--- config.mk ---
export PLATFORM = sky130hd
export DESIGN_NAME = dec_out_serializer
export DESIGN_NICKNAME = d
export VERILOG_FILES = /design/src/rtl/dec_out_serializer.sv
export SDC_FILE = /design/constraint.sdc
export NUM_CORES = 1
export LEC_CHECK = 0
export CAP_MARGIN = 10
export CORE_MARGIN = 2
export CORE_UTILIZATION = 24
export CTS_BUF_LIST = sky130_fd_sc_hd__clkbuf_8
export CTS_CLUSTER_DIAMETER = 100
export CTS_CLUSTER_SIZE = 25
export DETAILED_ROUTE_END_ITERATION = 16
export HOLD_SLACK_MARGIN = 0.12
export PLACE_DENSITY = 0.36
export SLEW_MARGIN = 10
export SYNTH_ARGS = -nofsm -noshare
export SYNTH_HDL_FRONTEND = slang
export SYNTH_SLANG_ARGS = --single-unit
--- constraint.sdc ---
create_clock -name clk -period 5.1 [get_ports clk]
set_clock_uncertainty 0.05 [all_clocks]
set_input_delay 1.02 -clock clk [delete_from_list [all_inputs] [get_ports clk]]
set_output_delay 1.02 -clock clk [all_outputs]
set_load 0.05 [all_outputs]
--- src/rtl/dec_out_serializer.sv ---
// Decimated-sample FIFO and MSB-first serializer with bit clock and frame.
// Define DEC_SER_PARITY_EN to append an even-parity bit after the LSB.
module dec_out_serializer #(
  parameter int DATA_W     = 24,
  parameter int SCLK_DIV   = 4,
  parameter int FIFO_DEPTH = 2
) (
  input  logic                          clk,
  input  logic                          rst,
  input  logic [DATA_W-1:0]             sample_in,
  input  logic                          sample_valid,
  input  logic                          ovf_clr,
  output logic                          sdo,
  output logic                          sclk,
  output logic                          frame,
  output logic                          busy,
  output logic [$clog2(FIFO_DEPTH):0]   fifo_level,
  output logic                          overflow
);

`ifdef DEC_SER_PARITY_EN
  localparam int NBITS = DATA_W + 1;
`else
  localparam int NBITS = DATA_W;
`endif
  localparam int PTR_W = $clog2(FIFO_DEPTH);
  localparam int LVL_W = PTR_W + 1;
  localparam int DIV_W = $clog2(SCLK_DIV);
  localparam int BIT_W = $clog2(NBITS + 1);
  localparam int HALF  = SCLK_DIV / 2;

  typedef enum logic [1:0] {
    S_IDLE,
    S_SHIFT,
    S_GAP
  } state_e;

  state_e state_q, state_d;

  logic [DATA_W-1:0] mem_q [FIFO_DEPTH];
  logic [PTR_W-1:0]  wr_q, rd_q;
  logic [LVL_W-1:0]  level_q, level_d;
  logic              ovf_q, ovf_d;

  logic [NBITS-1:0]  sh_q, sh_d;
  logic [DIV_W-1:0]  div_q, div_d;
  logic [BIT_W-1:0]  bit_q, bit_d;

  logic sdo_q, sdo_d;
  logic sclk_q, sclk_d;
  logic frame_q, frame_d;
  logic busy_q, busy_d;

  logic              full, pop, push, drop;
  logic              last_tick, last_bit;
  logic [DATA_W-1:0] head;
  logic [NBITS-1:0]  load;

  assign full = (level_q == LVL_W'(FIFO_DEPTH));
  assign pop  = (state_q == S_IDLE) && (level_q != '0);
  // A pop in the same cycle frees a slot, so a full FIFO still accepts.
  assign push = sample_valid && (!full || pop);
  assign drop = sample_valid && !push;
  assign head = mem_q[rd_q];

`ifdef DEC_SER_PARITY_EN
  assign load = {head, ^head};
`else
  assign load = head;
`endif

  assign last_tick = (div_q == DIV_W'(SCLK_DIV - 1));
  assign last_bit  = (bit_q == BIT_W'(NBITS - 1));

  always_ff @(posedge clk) begin
    if (push) begin
      mem_q[wr_q] <= sample_in;
    end
  end

  always_ff @(posedge clk) begin
    if (rst) begin
      wr_q    <= '0;
      rd_q    <= '0;
      level_q <= '0;
      ovf_q   <= 1'b0;
    end else begin
      if (push) wr_q <= wr_q + 1'b1;
      if (pop)  rd_q <= rd_q + 1'b1;
      level_q <= level_d;
      ovf_q   <= ovf_d;
    end
  end

  always_comb begin
    level_d = level_q;
    unique case ({push, pop})
      2'b10:   level_d = level_q + 1'b1;
      2'b01:   level_d = level_q - 1'b1;
      default: level_d = level_q;
    endcase
  end

  // A drop in the same cycle as a clear keeps the flag set.
  always_comb begin
    ovf_d = ovf_q;
    if (drop) begin
      ovf_d = 1'b1;
    end else if (ovf_clr) begin
      ovf_d = 1'b0;
    end
  end

  always_ff @(posedge clk) begin
    if (rst) begin
      state_q <= S_IDLE;
      sh_q    <= '0;
      div_q   <= '0;
      bit_q   <= '0;
    end else begin
      state_q <= state_d;
      sh_q    <= sh_d;
      div_q   <= div_d;
      bit_q   <= bit_d;
    end
  end

  always_comb begin
    state_d = state_q;
    unique case (state_q)
      S_IDLE: begin
        if (pop) state_d = S_SHIFT;
      end
      S_SHIFT: begin
        if (last_tick && last_bit) state_d = S_GAP;
      end
      S_GAP: begin
        state_d = S_IDLE;
      end
      default: state_d = S_IDLE;
    endcase
  end

  always_comb begin
    sh_d  = sh_q;
    div_d = div_q;
    bit_d = bit_q;
    unique case (state_q)
      S_IDLE: begin
        if (pop) begin
          sh_d  = load;
          div_d = '0;
          bit_d = '0;
        end
      end
      S_SHIFT: begin
        if (last_tick) begin
          div_d = '0;
          bit_d = bit_q + 1'b1;
          sh_d  = {sh_q[NBITS-2:0], 1'b0};
        end else begin
          div_d = div_q + 1'b1;
        end
      end
      default: begin
        sh_d  = sh_q;
        div_d = div_q;
        bit_d = bit_q;
      end
    endcase
  end

  // Outputs are decoded from next state so they register on the same edge.
  always_comb begin
    sdo_d   = 1'b0;
    sclk_d  = 1'b0;
    frame_d = 1'b0;
    busy_d  = (state_d != S_IDLE);
    if (state_d == S_SHIFT) begin
      sdo_d   = sh_d[NBITS-1];
      sclk_d  = (div_d >= DIV_W'(HALF));
      frame_d = (bit_d == '0);
    end
  end

  always_ff @(posedge clk) begin
    if (rst) begin
      sdo_q   <= 1'b0;
      sclk_q  <= 1'b0;
      frame_q <= 1'b0;
      busy_q  <= 1'b0;
    end else begin
      sdo_q   <= sdo_d;
      sclk_q  <= sclk_d;
      frame_q <= frame_d;
      busy_q  <= busy_d;
    end
  end

  assign sdo        = sdo_q;
  assign sclk       = sclk_q;
  assign frame      = frame_q;
  assign busy       = busy_q;
  assign fifo_level = level_q;
  assign overflow   = ovf_q;

endmodule

# Word level (Yosys, flattened, before mapping)
# Memories as Yosys holds them, arrays and structs flattened. A register that Yosys moved wholly into a read port is not among the register bits.
# Index checks and enable logic that the tools add are counted.
# W data, S select, Z words.
[classes]
add_sub_neg = 6
reduce_logical = 16
bitwise_logic = 1
eq_ne = 9
muxes = 19
n_lt_le_gt_ge = 1
[ops]
columns = ["cell", "n"]
rows = [
  ["$mux W24", 2],
  ["$pmux W24 S2", 1],
  ["$pmux W2 S2", 3],
  ["$mux W5", 2],
  ["$pmux W5 S2", 1],
  ["$reduce_bool A2 Y1", 5],
  ["$mux W2", 4],
  ["$eq A2 B1 Y1 const B", 3],
  ["$eq A2 B2 Y1 const B", 3],
  ["$mux W1", 6],
  ["$add A5 B1 Y5 const B", 1],
  ["$eq A5 B5 Y1 const B", 1],
  ["$logic_not A5 Y1", 1],
  ["$add A2 B1 Y2 const B", 2],
  ["$logic_and A1 B1 Y1", 4],
  ["$ne A2 B2 Y1 const B", 2],
  ["$reduce_and A3 Y1", 1],
  ["$add A1 B1 Y1 const B", 2],
  ["$ge A2 B2 Y1 const B", 1],
  ["$logic_not A1 Y1", 2],
  ["$logic_not A2 Y1", 1],
  ["$reduce_or A2 Y1", 1],
  ["$sub A2 B1 Y2 const B", 1],
  ["$logic_or A1 B1 Y1", 1],
  ["$not A1 Y1", 1],
]
[word_totals]
reg_bits = 42
memories = 1
output_inout_bits = 7
wordCells = 66
input_bits = 28
ram_bits = 48
[mem_list]
columns = ["name", "depth", "width", "read_ports", "rd_clocked_by_memory_dff", "write_ports", "line_no", "rtl"]
rows = [
  ["mem_q", 2, 24, 1, 1, 1, "40", "logic [DATA_W-1:0] mem_q [FIFO_DEPTH];"],
]

# Longest topological paths before layout
[depth]
word_depth = 7
ltp_mapped = 9
ltp_nobuf = 7

# Least setup slack after synthesis
# Ideal clock, no wire load.
[synth_timing]
path_kind = "input to register"
start = "in sample_valid"
end = "mem mem_q[0][0] (enable)"
stages = 2
setup_ns = 0.405
setup_slack_ns = 2.462
path_buffers = 0
t_required_ns = 4.645
arrival_time_ns = 2.183
cell_sequence = "o21ai_1 > nor2_1"
[synth_between]
elab_chain_len = 3
[synth_rtl]
columns = ["item", "line_no", "rtl"]
rows = [
  ["from (decl)", "11", "input logic sample_valid,"],
  ["$logic_and A1 B1 Y1", "62", "assign push = sample_valid && (!full || pop);"],
  ["$mux W1", "76", "if (push) begin"],
  ["$mux W1 (not written as such)", "77", "mem_q[wr_q] <= sample_in;"],
  ["to (decl)", "40", ""],
]
# Every way passes these cells.

# Worst setup path after layout
[layout_timing]
start = "reg level_q[0], in the netlist fifo_level[0]"
end = "out fifo_level[0]"
[layout_lines]
columns = ["item", "line_no", "rtl"]
rows = [
  ["from (decl)", "42", "logic [LVL_W-1:0] level_q, level_d;"],
  ["from (signal assigned)", "90", "level_q <= level_d;"],
  ["to (decl)", "17", "output logic [$clog2(FIFO_DEPTH):0] fifo_level,"],
]
# No word-level cell between the ends.

==> impl_metrics.env <==
export IMPL_netlist_top_cells_count="edfxtp_1 (48), dfxtp_1 (43), a21oi_1 (29)"
export IMPL_clk_latency_ns=0.36
export IMPL_power_w=0.00217
export IMPL_cts_tree="yes"
export IMPL_p_sw_share_pct=31.8
export IMPL_drive_gt1_share_pct=16.1
export IMPL_grt_pass1_vias=2244
export IMPL_synth_simple_area_share_pct=8.54
export IMPL_holdBufCountCts=0
export IMPL_cpPeakStageDelay_ns=0.83
export IMPL_clock_sinks=91
export IMPL_post_dp_cell_area_sq_um=4050
export IMPL_status="complete, no violations"
export IMPL_hp_class="reg2reg"
export IMPL_reg2reg_slack_ns=2.86
export IMPL_pwr_share_seq_pct=44.9
export IMPL_yosysMostFrequentCell="edfxtp_1"
export IMPL_dieWidth_um=126
export IMPL_drt_iter0_drc=81
export IMPL_clkTransAtPathRegs_ns=0.09
export IMPL_yosysTopAreaCell="edfxtp_1"
export IMPL_critPathBufInv=1
export IMPL_synth_warnings=0
export IMPL_synthAdderAreaFrac_pct=1.06
export IMPL_synthCells=280
export IMPL_die_y_um=126
export IMPL_n_antenna_cell=0
export IMPL_instances_no_fill=501
export IMPL_tns_ns=0
export IMPL_synth_seq_cells=91
export IMPL_path_delay_family="buffers and inverters"
export IMPL_viasPerCell=4.34
export IMPL_drtPass1Iterations=4
export IMPL_overflow=0
export IMPL_synth_edff_count=48
export IMPL_core_sq_um=14500
export IMPL_startpoint_type="flip-flop"
export IMPL_synth_top_family_by_area="compound AO/OA/AOI/OAI gates"
export IMPL_crit_arrival_ns=1.62
export IMPL_clkPwrFrac_pct=26.9
export IMPL_design_area_sq_um=4290
export IMPL_grt_pass1_wl_um=11800
export IMPL_synthXorXnorAreaFrac_pct=1.73
export IMPL_io_pins=35
export IMPL_syn_nets=311
export IMPL_syn2layout_area_growth_pct=21.0
export IMPL_r2r_start="state_q[1]"
export IMPL_rsz0062_at_grt="false"
export IMPL_dpl_cell_count=485
export IMPL_portBuffers=34
export IMPL_root_buffer="clkbuf_8"
export IMPL_grtUsageTotal_pct=9.67
export IMPL_postRouteAntennaNets=0
export IMPL_die_area_sq_um=15800
export IMPL_critPathMaxFanout=5
export IMPL_syn_cell_area_sq_um=3540
export IMPL_antenna_found_initial=0
export IMPL_worstMarginPinSlew_ns=0.780
export IMPL_hold_viol_final=0
export IMPL_grt_max_degree=41
export IMPL_via_count=2172
export IMPL_leakagePower_nw=1.44
export IMPL_synthFlopType="edfxtp_1"
export IMPL_num_rows=44
export IMPL_cts_resized=0
export IMPL_fmax_mhz=372
export IMPL_worst_setup_path_type="reg2out"
export IMPL_p_int_w=0.00148
export IMPL_post_dp_hpwl_um=4060
export IMPL_end_kind="primary output"
export IMPL_nNetsFinal=343
export IMPL_yosysUniqueCellTypes=42
export IMPL_powerDensity_nw_per_um2=506
export IMPL_min_delay_start="sh_q[22]"
export IMPL_slew_viol_final=0
export IMPL_postCtsSetupBuffers=0
export IMPL_setup_viol=0
export IMPL_cts_buffer_depth=2
export IMPL_p_comb_share_pct=28.1
export IMPL_wl_per_cell_um=14.1
export IMPL_async_flop_share_pct=0
export IMPL_synthMuxAreaShare_pct=8.19
export IMPL_crit_chain="clkdlybuf4s50_1"
export IMPL_drcViolationCount=0
export IMPL_cp_slowest_cell="clkdlybuf4s50_1"
export IMPL_netSwitchingPower_w=0.000690
export IMPL_wl_um=7050
export IMPL_avgSynthCellArea_sq_um=12.7
export IMPL_synth_compound_gate_area_share_pct=11.8
export IMPL_yosys_area_top_type_share_pct=40.7
export IMPL_htree_levels=3
export IMPL_min_period_ns=2.69
export IMPL_cts_buffers_inserted=9
export IMPL_ir_worst_vdd_v=0.000134
export IMPL_ys_seq_area_share_pct=64.9
export IMPL_required_ns=4.03
export IMPL_hold_ws_ns=0.408
export IMPL_maxCapViolCount=0
export IMPL_gp_congestion=0.669
export IMPL_ys_top_cells_by_area="edfxtp_1 (41%), dfxtp_1 (24%), mux2_2 (7.0%), a22oi_1 (5.1%), a21oi_1 (4.1%)"
export IMPL_period_share_pct=52.7
export IMPL_slew_headroom_pct=47.9
export IMPL_initial_utilization_pct=24.5
export IMPL_cp_startpoint="fifo_level[0]"
==> worst reg2reg max path, delay by kind of cell, from the launching register on <==
kind | cells | cell delay [ns]
AND/OR/NAND/NOR | 3 | 0.77
buffers and inverters | 1 | 0.50
AO/OA/AOI/OAI | 1 | 0.14
flip-flops | 1 | 0.33
adder cells (fa/ha/maj) | 1 | 0.39
==> cells by family (layout without fill, tap and decap cells) <==
logic type,after synthesis,in the layout
AND/OR/NAND/NOR,66,66
flip-flops,91,91
adder cells (fa/ha/maj),3,3
XOR/XNOR,7,7
AO/OA/AOI/OAI,63,63
buffers and inverters,24,61
multiplexers,26,26
==> flip-flops by register name (all words and copies together) (netlist names), 2 cells and up, named ones only <==
register / flops
mem_q: 48
sh_q: 24
bit_q: 5
div_q: 2
fifo_level: 2
state_q: 2
==> stage by stage <==
| step | setup WS (ns) | util, % |
|---|---|---|
| after floorplan | 2.46 | - |
| after global placement | 2.45 | 28.0 |
| after detailed placement | 2.45 | 28.0 |
| after CTS | 2.37 | 29.6 |
| after global routing | 2.33 | 29.6 |
| final | 2.41 | 29.6 |
==> layer usage <==
layer / track usage (%) / vias to the layer above / share of wire [%]
met1: 12.8 / 1047 / 51
met3: 2.14 / 14 / 2.4
li1: - / 1082 / -
met4: 5.69 / 0 / 2.7
met2: 14.5 / 29 / 44
met5: 0 / - / 0
==> cells in the final DEF (no fill, tap or decap), types with 2 or more instances in the layout <==
master and n:
inv_1 6, nand4_1 3, a31oi_1 2, nor3_1 3, nand2b_1 3, clkinv_2 2, clkbuf_8 10, nor2_2 3
clkdlybuf4s50_1 34, edfxtp_1 48, dfxtp_1 43, ha_1 3, nor2_1 19, buf_4 5, a22oi_1 24, mux2_2 22
mux2i_1 2, xor2_1 3, mux2_1 2, bufinv_16 3, a21oi_1 29, xnor2_1 4, nand2_1 25
==> power groups by stage <==
stage	clock [W]	combinational [W]	sequential [W]
5_1_grt	0.000637	0.000687	0.000992
6_report	0.000585	0.000611	0.000975
2_1_floorplan	0	0.000438	0.00104
3_5_place_dp	0	0.000622	0.000993
3_3_place_gp	0	0.000624	0.000989
4_1_cts	0.000611	0.000626	0.000976
==> final timing paths <==
path / endpoint / depth (start not counted)
setup / recovery: fifo_level[0] / 1
hold / removal: sh_q[22] / 2
setup reg to reg: fifo_level[1] / 6
hold reg to reg: sh_q[22] / 2
==> cell type report <==
cell class / count / area (sq um)
clock inverters: 6 / 104
multi-input cells: 165 / 1120
inverters: 6 / 22.5
clock buffers: 10 / 138
fillers: 1494 / 10200
well taps: 184 / 230
flip-flops and latches: 91 / 2300
repair buffers: 39 / 378
Power figures use the tool's default switching activity.
